[src/rtl/fdiv_period_meter.sv]
// fdiv_period_meter: measures clk cycles spanned by N_PER rising edges of a divided input clock
module fdiv_period_meter #(
  parameter int CNT_W = 16,
  parameter int N_PER = 4
) (
  input  logic             clk,
  input  logic             rst,
  input  logic             en,
  input  logic             in,
  output logic [CNT_W-1:0] period,
  output logic             valid,
  output logic             ovf,
  output logic             busy
);
  typedef enum logic [1:0] {IDLE, ARM, MEASURE} state_t;
  state_t state;
  logic s1, s2, hist;
  logic [CNT_W-1:0] cnt;
  logic [7:0] per_cnt;
  logic rise, sat, term;
  assign rise = s2 & ~hist;
  assign sat  = cnt == {CNT_W{1'b1}};
  assign term = state == MEASURE && rise && per_cnt == 8'(N_PER - 1);
  assign busy = state != IDLE;
  always_ff @(posedge clk) begin
    if (rst) begin
      state   <= IDLE;
      s1      <= 1'b0;
      s2      <= 1'b0;
      hist    <= 1'b0;
      cnt     <= '0;
      per_cnt <= '0;
      period  <= '0;
      valid   <= 1'b0;
      ovf     <= 1'b0;
    end else begin
      s1    <= in;
      s2    <= s1;
      hist  <= s2;
      valid <= term;
      if (term) begin
        period <= cnt;
        ovf    <= sat;
      end
      if (state != IDLE && !en) begin
        state   <= IDLE;
        cnt     <= '0;
        per_cnt <= '0;
      end else if (state == IDLE) begin
        if (en) state <= ARM;
      end else if (state == ARM) begin
        if (rise) begin
          state   <= MEASURE;
          cnt     <= CNT_W'(1);
          per_cnt <= '0;
        end
      end else if (term) begin
        cnt     <= CNT_W'(1);
        per_cnt <= '0;
      end else begin
        cnt <= sat ? cnt : cnt + 1'b1;
        if (rise) per_cnt <= per_cnt + 1'b1;
      end
    end
  end
endmodule

[config.mk]
export PLATFORM = sky130hd
export DESIGN_NAME = fdiv_period_meter
export DESIGN_NICKNAME = d
export VERILOG_FILES = /design/src/rtl/fdiv_period_meter.sv
export SDC_FILE = /design/constraint.sdc
export NUM_CORES = 1
export LEC_CHECK = 0
export BUFFER_PORTS_ARGS = -buffer_cell sky130_fd_sc_hd__buf_2
export CAP_MARGIN = 20
export CELL_PAD_IN_SITES_DETAIL_PLACEMENT = 1
export CELL_PAD_IN_SITES_GLOBAL_PLACEMENT = 2
export CORE_MARGIN = 5
export CORE_UTILIZATION = 35
export CTS_BUF_LIST = sky130_fd_sc_hd__clkbuf_16
export DETAILED_ROUTE_END_ITERATION = 8
export PLACE_DENSITY = 0.75
export SYNTH_ARGS = -nofsm -noshare
export SYNTH_HDL_FRONTEND = slang
export SYNTH_SLANG_ARGS = --single-unit
[constraint.sdc]
create_clock -name clk -period 2.4 [get_ports clk]
set_input_delay 0.48 -clock clk [delete_from_list [all_inputs] [get_ports clk]]
set_output_delay 0.48 -clock clk [all_outputs]
set_load 0.1 [all_outputs]
==> impl_metrics.env, run 1 <==
export IMPL_r2r_cells=6
export IMPL_clock_power_share_pct=42.9
export IMPL_cts_buffers=5
export IMPL_cap_violations=0
export IMPL_ctsHoldBuffers=0
export IMPL_power_density_nw_per_um2=605
export IMPL_switchingPower_mw=0.348
export IMPL_hp_start="in"
export IMPL_ant_nets=0
export IMPL_ys_warn_count=0
export IMPL_cts_path_max_buffers=2
export IMPL_grt_pass1_wl_um=9110
export IMPL_die_area_um2=7950
export IMPL_yosysTopAreaCell="dfxtp_1"
export IMPL_fin_hold_ws_ps=411
export IMPL_grt_use_total_pct=14.5
export IMPL_synth_cells=249
export IMPL_skew_ps=6.03
export IMPL_fmax_mhz=448
export IMPL_synth_area_um2=2190
export IMPL_p_total_mw=1.53
export IMPL_r2r_end="cnt[1]$_SDFFE_PP0P_"
export IMPL_cts_tree="yes"
export IMPL_seqPwrFrac_pct=51.5
export IMPL_diodes=0
export IMPL_synthArstFlopShare_pct=0
export IMPL_worstMarginPinSlew_ps=679
export IMPL_worst_ep_required_time_ps=2560
export IMPL_port_buffer_count=22
export IMPL_hold_end="s1$_SDFF_PP0_"
export IMPL_seq_area_frac_synth_pct=42.9
export IMPL_crit_fanout=6
export IMPL_p_leak_nw=0.897
export IMPL_fin_crit_ps=2230
export IMPL_synth_common_cells="47 x dfxtp_1, 37 x nand2_1, 16 x a21oi_1"
export IMPL_synthTopCellsByArea="dfxtp_1 43%, nand2_1 6.3%, a21oi_1 3.7%"
export IMPL_grt_start_max_net_pins=23
export IMPL_r2r_setup_slack_ps=170
export IMPL_num_vias=1849
export IMPL_gp_congestion=0.774
export IMPL_cp_start_kind="flip-flop"
export IMPL_nNetsFinal=282
export IMPL_cts_setup_buffers=0
export IMPL_r2r_start="cnt[0]$_SDFFE_PP0P_"
export IMPL_initial_utilization_pct=36.6
export IMPL_synth_nets=255
export IMPL_syn_area_per_cell_um2=8.81
export IMPL_swShare_pct=22.7
export IMPL_synth_cell_types=50
export IMPL_slew_headroom_pct=54.1
export IMPL_drv_slew=0
export IMPL_pin_count=23
export IMPL_viasPerCell=5.27
export IMPL_power_frac_comb_pct=5.6
export IMPL_run_status="finished clean"
export IMPL_hold_path_cell_count=2
export IMPL_wl_per_cell_um=14.9
export IMPL_clk_pin_slew_ps=60
export IMPL_finalSetupViolCount=0
export IMPL_antenna_found_initial=0
export IMPL_rsz0062_at_grt="no"
export IMPL_overflow=0
export IMPL_grt_pass1_vias=1862
export IMPL_hp_class="in2reg"
export IMPL_die_height_um=89.2
export IMPL_yosysTopAreaCellShare_pct=42.9
export IMPL_cts_root_buf="clkbuf_16"
export IMPL_synth_most_common_cell="dfxtp_1"
export IMPL_tns_ps=0
export IMPL_fp_dieW_um=89.2
export IMPL_cts_resized=0
export IMPL_drive_gt1_share_pct=26.8
export IMPL_peakVddDrop_uv=277
export IMPL_endpoint_kind="flip-flop"
export IMPL_yosys_most_used_dff="dfxtp_1"
export IMPL_totalWireLength_um=5220
export IMPL_hold_viol_final=0
export IMPL_cts_htree_levels=2
export IMPL_finalCritPeriodShare_pct=93.0
export IMPL_drtIter0Drc=53
export IMPL_coreArea_um2=5990
export IMPL_synth_seq_cells=47
export IMPL_dp_hpwl_um=3780
export IMPL_cp_arrival_ps=2390
export IMPL_syn_to_final_growth_pct=15.5
export IMPL_synth_edf_count=0
export IMPL_insertion_delay_ps=290
export IMPL_dr_pass1_iters=4
export IMPL_p_int_mw=1.19
export IMPL_drcViolationCount=0
export IMPL_crit_type="reg2reg"
export IMPL_cts_sinks=47
export IMPL_rows=28
-- flip-flops by register name, summed over array words and instances (netlist names) --
register,flops
valid,1
ovf,1
per_cnt,8
s1,1
cnt,16
state,2
period,16
hist,1
s2,1
-- power by group through the flow --
stage | sequential, mW | combinational [mW] | clock (mW)
4_1_cts | 0.789 | 0.0869 | 0.687
5_1_grt | 0.789 | 0.0940 | 0.718
3_5_place_dp | 0.807 | 0.0861 | 0
2_1_floorplan | 0.805 | 0.0614 | 0
6_report | 0.789 | 0.0859 | 0.658
3_3_place_gp | 0.807 | 0.0863 | 0
-- kinds of logic (layout without fill, tap and decap cells) --
logic type	Yosys count	count (layout)	share of synthesized area, %
and+or+nand+nor	114	114	29.1
AOI/OAI and AO/OA	62	62	20.0
DFF	47	47	42.9
buffers and inverters	18	45	4.51
xor gates and xnor gates	6	6	2.40
adders and majority gates	2	2	1.14
-- routing by layer --
layer,track usage (%),vias up,routed length [um]
met1,20.0,881,2630
met4,4.47,0,68
met2,22.8,23,2360
li1,-,940,-
met3,3.13,5,160
met5,0,-,0
-- placed cells by master, fill, tap and decap left out, types with 2 or more instances in the layout --
cell type,n
dfxtp_1,47
nand2_1,37
buf_2,22
a21oi_1,16
nor2_1,13
buf_4,11
nand3_1,10
o21ai_1,10
nand2_2,9
a21oi_2,9
nor3_1,7
o31ai_1,6
inv_1,5
nand4_1,5
xor2_1,5
clkbuf_16,5
nor2b_1,4
or3_1,4
and3_1,4
nor3b_1,3
nand2b_1,3
o41ai_1,3
nor4_1,3
o21ai_0,3
a311oi_1,2
a211oi_1,2
a31o_2,2
o211ai_1,2
ha_1,2
-- stage by stage --
step / setup slack, ps / std cells / utilization [%] / cell area [um^2]
global route: 1.49 / 351 / 42.3 / 2530
detailed placement: 218 / 344 / 40.1 / 2400
global placement: 250 / 344 / 40.1 / 2400
floorplan: 386 / 249 / - / 2190
CTS: 205 / 351 / 42.3 / 2530
finish: 169 / 351 / 42.3 / 2530
-- cell type report --
type	instances	area [um^2]
fillers	713	3460
multi-input cells	184	1150
repair buffers	33	193
clock buffers	5	125
well taps	75	93.8
clock inverters	2	8.76
inverters	5	18.8
flip-flops and latches	47	941
-- how the worst max path moves through the flow --
stage                            startpoint             endpoint  slack [ps]  depth (start not counted)
finish                  cnt[0]$_SDFFE_PP0P_  cnt[1]$_SDFFE_PP0P_         170                          6
global route            cnt[0]$_SDFFE_PP0P_  cnt[1]$_SDFFE_PP0P_           1                          6
CTS                     cnt[0]$_SDFFE_PP0P_  cnt[1]$_SDFFE_PP0P_         200                          6
detailed placement      cnt[0]$_SDFFE_PP0P_  cnt[1]$_SDFFE_PP0P_         220                          6
global placement        cnt[0]$_SDFFE_PP0P_  cnt[1]$_SDFFE_PP0P_         250                          6
floorplan           per_cnt[0]$_SDFFE_PP0P_     ovf$_SDFFE_PP0P_         390                          7
-- worst max-delay path, stage by stage (launching register included) --
cell and delay (ps):
dfxtp_1 430, ha_1 280, nand4_2 210, nor4_1 530, a21oi_1 310, o211ai_1 240, o41ai_1 90
Power figures use the tool's default switching activity.
==> run 2, diff against run 1 <==
==> constraint.sdc (replaced) <==
create_clock -name clk -period 2.4 [get_ports clk]
set_input_delay 0.72 -clock clk [delete_from_list [all_inputs] [get_ports clk]]
set_output_delay 0.72 -clock clk [all_outputs]
set_load 0.1 [all_outputs]
==> run 2 against run 1 <==
Power is 7.6% higher. Die area is the same. Critical path depth is 1 higher. Final cell count is the same. Via count fell by 0.92%. Clock power is 18% higher. Routed wire length shrank 0.84%. Sequential power about the same. Setup slack better by 98 ps. Sequential share of layout area is 0.42 points lower. Worst hold slack improved by 34 ps. Utilization grew 0.48 points. Highest routed layer unchanged.
==> impl_metrics.env, run 2 (synthesized netlist as in run 1, its figures left out) <==
export IMPL_nNetsFinal=281
export IMPL_cts_htree_levels=2
export IMPL_gp_congestion=0.730
export IMPL_seqPwrFrac_pct=47.8
export IMPL_p_int_mw=1.30
export IMPL_fp_dieW_um=89.2
export IMPL_reg_largest_list="cnt (16), period (16), per_cnt (8)"
export IMPL_ctsHoldBuffers=0
export IMPL_antenna_found_initial=0
export IMPL_cts_buffers=5
export IMPL_p_total_mw=1.65
export IMPL_dr_pass1_iters=4
export IMPL_rsz0062_at_grt="no"
export IMPL_cp_arrival_ps=2320
export IMPL_worstMarginPinSlew_ps=677
export IMPL_drive_gt1_share_pct=27.2
export IMPL_cts_root_buf="clkbuf_16"
export IMPL_clk_pin_slew_ps=70
export IMPL_hold_end="s2$_SDFF_PP0_"
export IMPL_drtIter0Drc=82
export IMPL_overflow=0
export IMPL_r2r_start="cnt[0]$_SDFFE_PP0P_"
export IMPL_worst_ep_required_time_ps=2590
export IMPL_drv_slew=0
export IMPL_initial_utilization_pct=36.6
export IMPL_drcViolationCount=0
export IMPL_fin_hold_ws_ps=445
export IMPL_hp_class="reg2reg"
export IMPL_fin_crit_ps=2130
export IMPL_grt_pass1_wl_um=9020
export IMPL_viasPerCell=5.22
export IMPL_design_area_um2=2560
export IMPL_ant_nets=0
export IMPL_clock_power_share_pct=47.1
export IMPL_port_buffer_count=22
export IMPL_crit_type="reg2reg"
export IMPL_grt_pass1_vias=1893
export IMPL_hold_path_cell_count=1
export IMPL_insertion_delay_ps=290
export IMPL_die_area_um2=7950
export IMPL_endpoint_kind="flip-flop"
export IMPL_place_area_um2=2390
export IMPL_syn_to_final_growth_pct=16.8
export IMPL_hold_viol_final=0
export IMPL_p_leak_nw=0.906
export IMPL_mostFrequentLayoutCells="47 x dfxtp_1, 37 x nand2_1, 22 x buf_2"
export IMPL_cts_resized=0
export IMPL_die_height_um=89.2
export IMPL_cts_path_max_buffers=2
export IMPL_grt_met1_usage_pct=19.8
export IMPL_swShare_pct=21.4
export IMPL_switchingPower_mw=0.353
export IMPL_grt_busiest_layer="met2"
export IMPL_cp_start_kind="flip-flop"
export IMPL_finalCritPeriodShare_pct=88.9
export IMPL_use_met3_pct=3.04
export IMPL_grt_util_met2_pct=22.6
export IMPL_totalWireLength_um=5170
export IMPL_wl_per_cell_um=14.7
export IMPL_finalSetupViolCount=0
export IMPL_power_frac_comb_pct=5.1
export IMPL_crit_fanout=11
export IMPL_setup_slack_ps=267
export IMPL_tns_ps=0
export IMPL_cts_setup_buffers=0
export IMPL_dp_hpwl_um=3760
export IMPL_r2r_cells=7
export IMPL_skew_ps=8.35
export IMPL_power_density_nw_per_um2=644
export IMPL_r2r_setup_slack_ps=270
export IMPL_num_vias=1832
export IMPL_diodes=0
export IMPL_rows=28
export IMPL_grt_use_total_pct=14.3
export IMPL_run_status="finished clean"
export IMPL_coreArea_um2=5990
export IMPL_dpl_worst_slack_ps=292
export IMPL_layout_commonest_cell="dfxtp_1"
export IMPL_pin_count=23
export IMPL_grt_start_max_net_pins=23
export IMPL_slew_headroom_pct=54.2
export IMPL_r2r_end="cnt[3]$_SDFFE_PP0P_"
export IMPL_peakVddDrop_uv=264
export IMPL_cap_violations=0
export IMPL_hp_start="s1$_SDFF_PP0_"
export IMPL_fmax_mhz=469
export IMPL_cts_sinks=47
export IMPL_cts_tree="yes"
## run 2: changes by cell type in the layout (fill, tap and decap cells not counted)
cell | before | now
buf_4 | 11 | 10
bufinv_16 | 0 | 1
nor4_1 | 3 | 2
nor4_2 | 0 | 1
## run 2: how the worst max path moves through the flow
stage                                       start                   end  slack [ps]  cells after the start
after floorplan           per_cnt[0]$_SDFFE_PP0P_      ovf$_SDFFE_PP0P_         390                      7
after global placement        cnt[0]$_SDFFE_PP0P_   cnt[1]$_SDFFE_PP0P_         250                      6
after detailed placement      cnt[0]$_SDFFE_PP0P_  cnt[15]$_SDFFE_PP0P_         290                      7
after CTS                     cnt[0]$_SDFFE_PP0P_   cnt[3]$_SDFFE_PP0P_         270                      7
after global routing          cnt[0]$_SDFFE_PP0P_  cnt[15]$_SDFFE_PP0P_          80                      7
final                         cnt[0]$_SDFFE_PP0P_   cnt[3]$_SDFFE_PP0P_         270                      7
## run 2: through the flow
stage	utilization, %	std cells
detailed placement	39.9	343
global placement	39.9	343
floorplan	-	249
finish	42.8	351
global route	42.8	351
CTS	42.7	351
## run 2: worst max-delay path: stages, from the launching register on
cell     delay, ps
dfxtp_1        430
ha_1           270
nand4_2        200
o41ai_2        480
nor4b_4        260
buf_4          210
o21ai_1         90
o31ai_1         90
## run 2: final cells by class
| cell class | instances | area, um^2 |
|---|---|---|
| sequential | 47 | 941 |
| multi-input combinational | 184 | 1160 |
| clock buffer | 5 | 125 |
| tap | 75 | 93.8 |
| clock inverter | 3 | 38.8 |
| inverter | 5 | 18.8 |
| timing repair buffer | 32 | 185 |
| fill | 728 | 3430 |
## run 2: power by group through the flow
stage	clock network [mW]	registers, mW	logic (mW)
detailed placement	0	0.807	0.0858
global placement	0	0.807	0.0851
finish	0.776	0.789	0.0839
CTS	0.794	0.789	0.0861
floorplan	0	0.805	0.0614
global route	0.836	0.789	0.0934
## run 2: metal layers
layer / vias to the layer above / wire, um
met5: - / 0
met2: 20 / 2290
met3: 6 / 139
met1: 865 / 2680
li1: 941 / -
met4: 0 / 54
==> run 3, diff against run 2 <==
--- a/config.mk
+++ b/config.mk
@@ -5,7 +5,7 @@
 export SDC_FILE = /design/constraint.sdc
 export NUM_CORES = 1
 export LEC_CHECK = 0
-export BUFFER_PORTS_ARGS = -buffer_cell sky130_fd_sc_hd__buf_2
+export BUFFER_PORTS_ARGS = -buffer_cell sky130_fd_sc_hd__buf_4
 export CAP_MARGIN = 20
 export CELL_PAD_IN_SITES_DETAIL_PLACEMENT = 1
 export CELL_PAD_IN_SITES_GLOBAL_PLACEMENT = 2
==> run 3 against run 2 <==
Combinational power is 9.5% higher. First-iteration DRC count is 32% lower. Flip-flop and latch count stayed put. Sequential share of layout area is 1.9 points lower. Power is 8.2% higher. Register-to-register slack worse by 60 ps. Clock power is 16% higher. Critical endpoint is now cnt[15]$_SDFFE_PP0P_. Via count is 2.5% higher.
==> impl_metrics.env, run 3 (synthesized netlist as in run 1, its figures left out) <==
export IMPL_antenna_found_initial=0
export IMPL_ctsHoldBuffers=0
export IMPL_path_buf_inv=1
export IMPL_path_cells="ha_1 > nand4_2 > o41ai_2 > nor4b_4 > buf_4 > a21oi_1 > o21ai_0"
export IMPL_rsz0062_at_grt="no"
export IMPL_overflow=0
export IMPL_grt_start_max_net_pins=23
export IMPL_power_frac_comb_pct=5.1
export IMPL_r2r_cells=7
export IMPL_cts_htree_levels=2
export IMPL_insertion_delay_ps=290
export IMPL_cp_arrival_ps=2400
export IMPL_dr_pass1_iters=4
export IMPL_critPathLaunch="cnt[0]$_SDFFE_PP0P_"
export IMPL_fin_crit_ps=2190
export IMPL_peakVddDrop_uv=263
export IMPL_pin_count=23
export IMPL_cp_top_family="compound AO/OA/AOI/OAI gates"
export IMPL_cp_start_kind="flip-flop"
export IMPL_seqPwrFrac_pct=44.2
export IMPL_gp_congestion=0.817
export IMPL_reg_largest_list="cnt (16), period (16), per_cnt (8)"
export IMPL_slowest_stage="o41ai_2"
export IMPL_path_depth=7
export IMPL_fin_hold_ws_ps=451
export IMPL_cts_sinks=47
export IMPL_hp_class="reg2reg"
export IMPL_dpl_worst_slack_ps=105
export IMPL_die_height_um=89.2
export IMPL_mostFrequentLayoutCells="47 x dfxtp_1, 39 x buf_4, 37 x nand2_1"
export IMPL_viasPerCell=5.25
export IMPL_r2r_end="cnt[15]$_SDFFE_PP0P_"
export IMPL_fin_cells=358
export IMPL_worstMarginPinSlew_ps=736
export IMPL_design_area_um2=2700
export IMPL_slew_headroom_pct=50.2
export IMPL_cap_violations=0
export IMPL_rows=28
export IMPL_port_buffer_count=22
export IMPL_crit_fanout=8
export IMPL_layout_commonest_cell="dfxtp_1"
export IMPL_crit_type="reg2reg"
export IMPL_clock_power_share_pct=50.6
export IMPL_critPathMaxStageDelay_ps=460
export IMPL_drcViolationCount=0
export IMPL_run_status="finished clean"
export IMPL_switchingPower_mw=0.370
export IMPL_fillers=731
export IMPL_drtIter0Drc=56
export IMPL_swShare_pct=20.7
export IMPL_nNetsFinal=288
export IMPL_hold_viol_final=0
export IMPL_hp_start="s1$_SDFF_PP0_"
export IMPL_worst_ep_required_time_ps=2620
export IMPL_setup_slack_ps=212
export IMPL_clk_pin_slew_ps=70
export IMPL_cts_tree="yes"
export IMPL_dp_hpwl_um=3910
export IMPL_fmax_mhz=457
export IMPL_cts_root_buf="clkbuf_16"
export IMPL_cts_path_max_buffers=2
export IMPL_drv_slew=0
export IMPL_power_density_nw_per_um2=661
export IMPL_skew_ps=4.75
export IMPL_critPathCapture="cnt[15]$_SDFFE_PP0P_"
export IMPL_r2r_start="cnt[0]$_SDFFE_PP0P_"
export IMPL_r2r_setup_slack_ps=210
export IMPL_ant_nets=0
export IMPL_grt_use_total_pct=14.8
export IMPL_p_leak_nw=0.951
export IMPL_diodes=0
export IMPL_wl_per_cell_um=15.0
export IMPL_totalWireLength_um=5370
export IMPL_place_area_um2=2480
export IMPL_finalCritPeriodShare_pct=91.2
export IMPL_cts_buffers=5
export IMPL_grt_pass1_wl_um=9070
export IMPL_grt_pass1_vias=1865
export IMPL_finalSetupViolCount=0
export IMPL_syn_to_final_growth_pct=23.0
export IMPL_drive_gt1_share_pct=29.3
export IMPL_endpoint_kind="flip-flop"
export IMPL_fp_dieW_um=89.2
export IMPL_initial_utilization_pct=36.6
export IMPL_coreArea_um2=5990
export IMPL_p_int_mw=1.41
export IMPL_num_vias=1878
export IMPL_p_total_mw=1.78
export IMPL_tns_ps=0
export IMPL_numPlacedInstances=348
export IMPL_utilization_pct=45.1
export IMPL_die_area_um2=7950
[run 3: cell count changes in the layout (fill, tap and decap cells not counted), sizes merged]
cell / change
clkinv: -2
clkinvlp: +1
bufinv: +1
buf: +7
[run 3: power by group through the flow]
| stage | sequential [mW] | clock (mW) | combinational (mW) |
|---|---|---|---|
| 6_report | 0.789 | 0.903 | 0.0919 |
| 5_1_grt | 0.789 | 0.960 | 0.101 |
| 4_1_cts | 0.789 | 0.926 | 0.0894 |
| 3_5_place_dp | 0.807 | 0 | 0.0895 |
| 3_3_place_gp | 0.807 | 0 | 0.0883 |
| 2_1_floorplan | 0.805 | 0 | 0.0614 |
[run 3: final cells by class]
type	instances	area (um^2)	area share, %
Inverter	5	18.8	0.695
Clock inverter	3	67.6	2.50
Tap cell	75	93.8	3.48
Clock buffer	5	125	4.64
Sequential cell	47	941	34.9
Timing Repair Buffer	39	293	10.8
Multi-Input combinational cell	184	1160	43.0
[run 3: per-layer routing]
layer / GRT usage, % / routed length [um] / vias up / share of wire, %
met3: 3.41 / 158 / 6 / 2.9
met2: 25.1 / 2550 / 20 / 47
li1: - / - / 956 / -
met1: 18.6 / 2610 / 896 / 49
met4: 4.87 / 53 / 0 / 0.99
met5: 0 / 0 / - / 0
[run 3: repair_timing]
action,in CTS,in global routing
hold endpoints to repair,0,0
resized for setup,0,1
setup buffers,0,2
setup endpoints to repair,0,2
[run 3: worst min-delay path by stage]
stage	slack, ps	end	depth (start not counted)
after global placement	420	s2$_SDFF_PP0_	1
after detailed placement	440	s2$_SDFF_PP0_	1
after global routing	480	period[3]$_SDFFE_PP0P_	2
after floorplan	410	s2$_SDFF_PP0_	1
after CTS	460	s2$_SDFF_PP0_	1
final	450	s2$_SDFF_PP0_	1
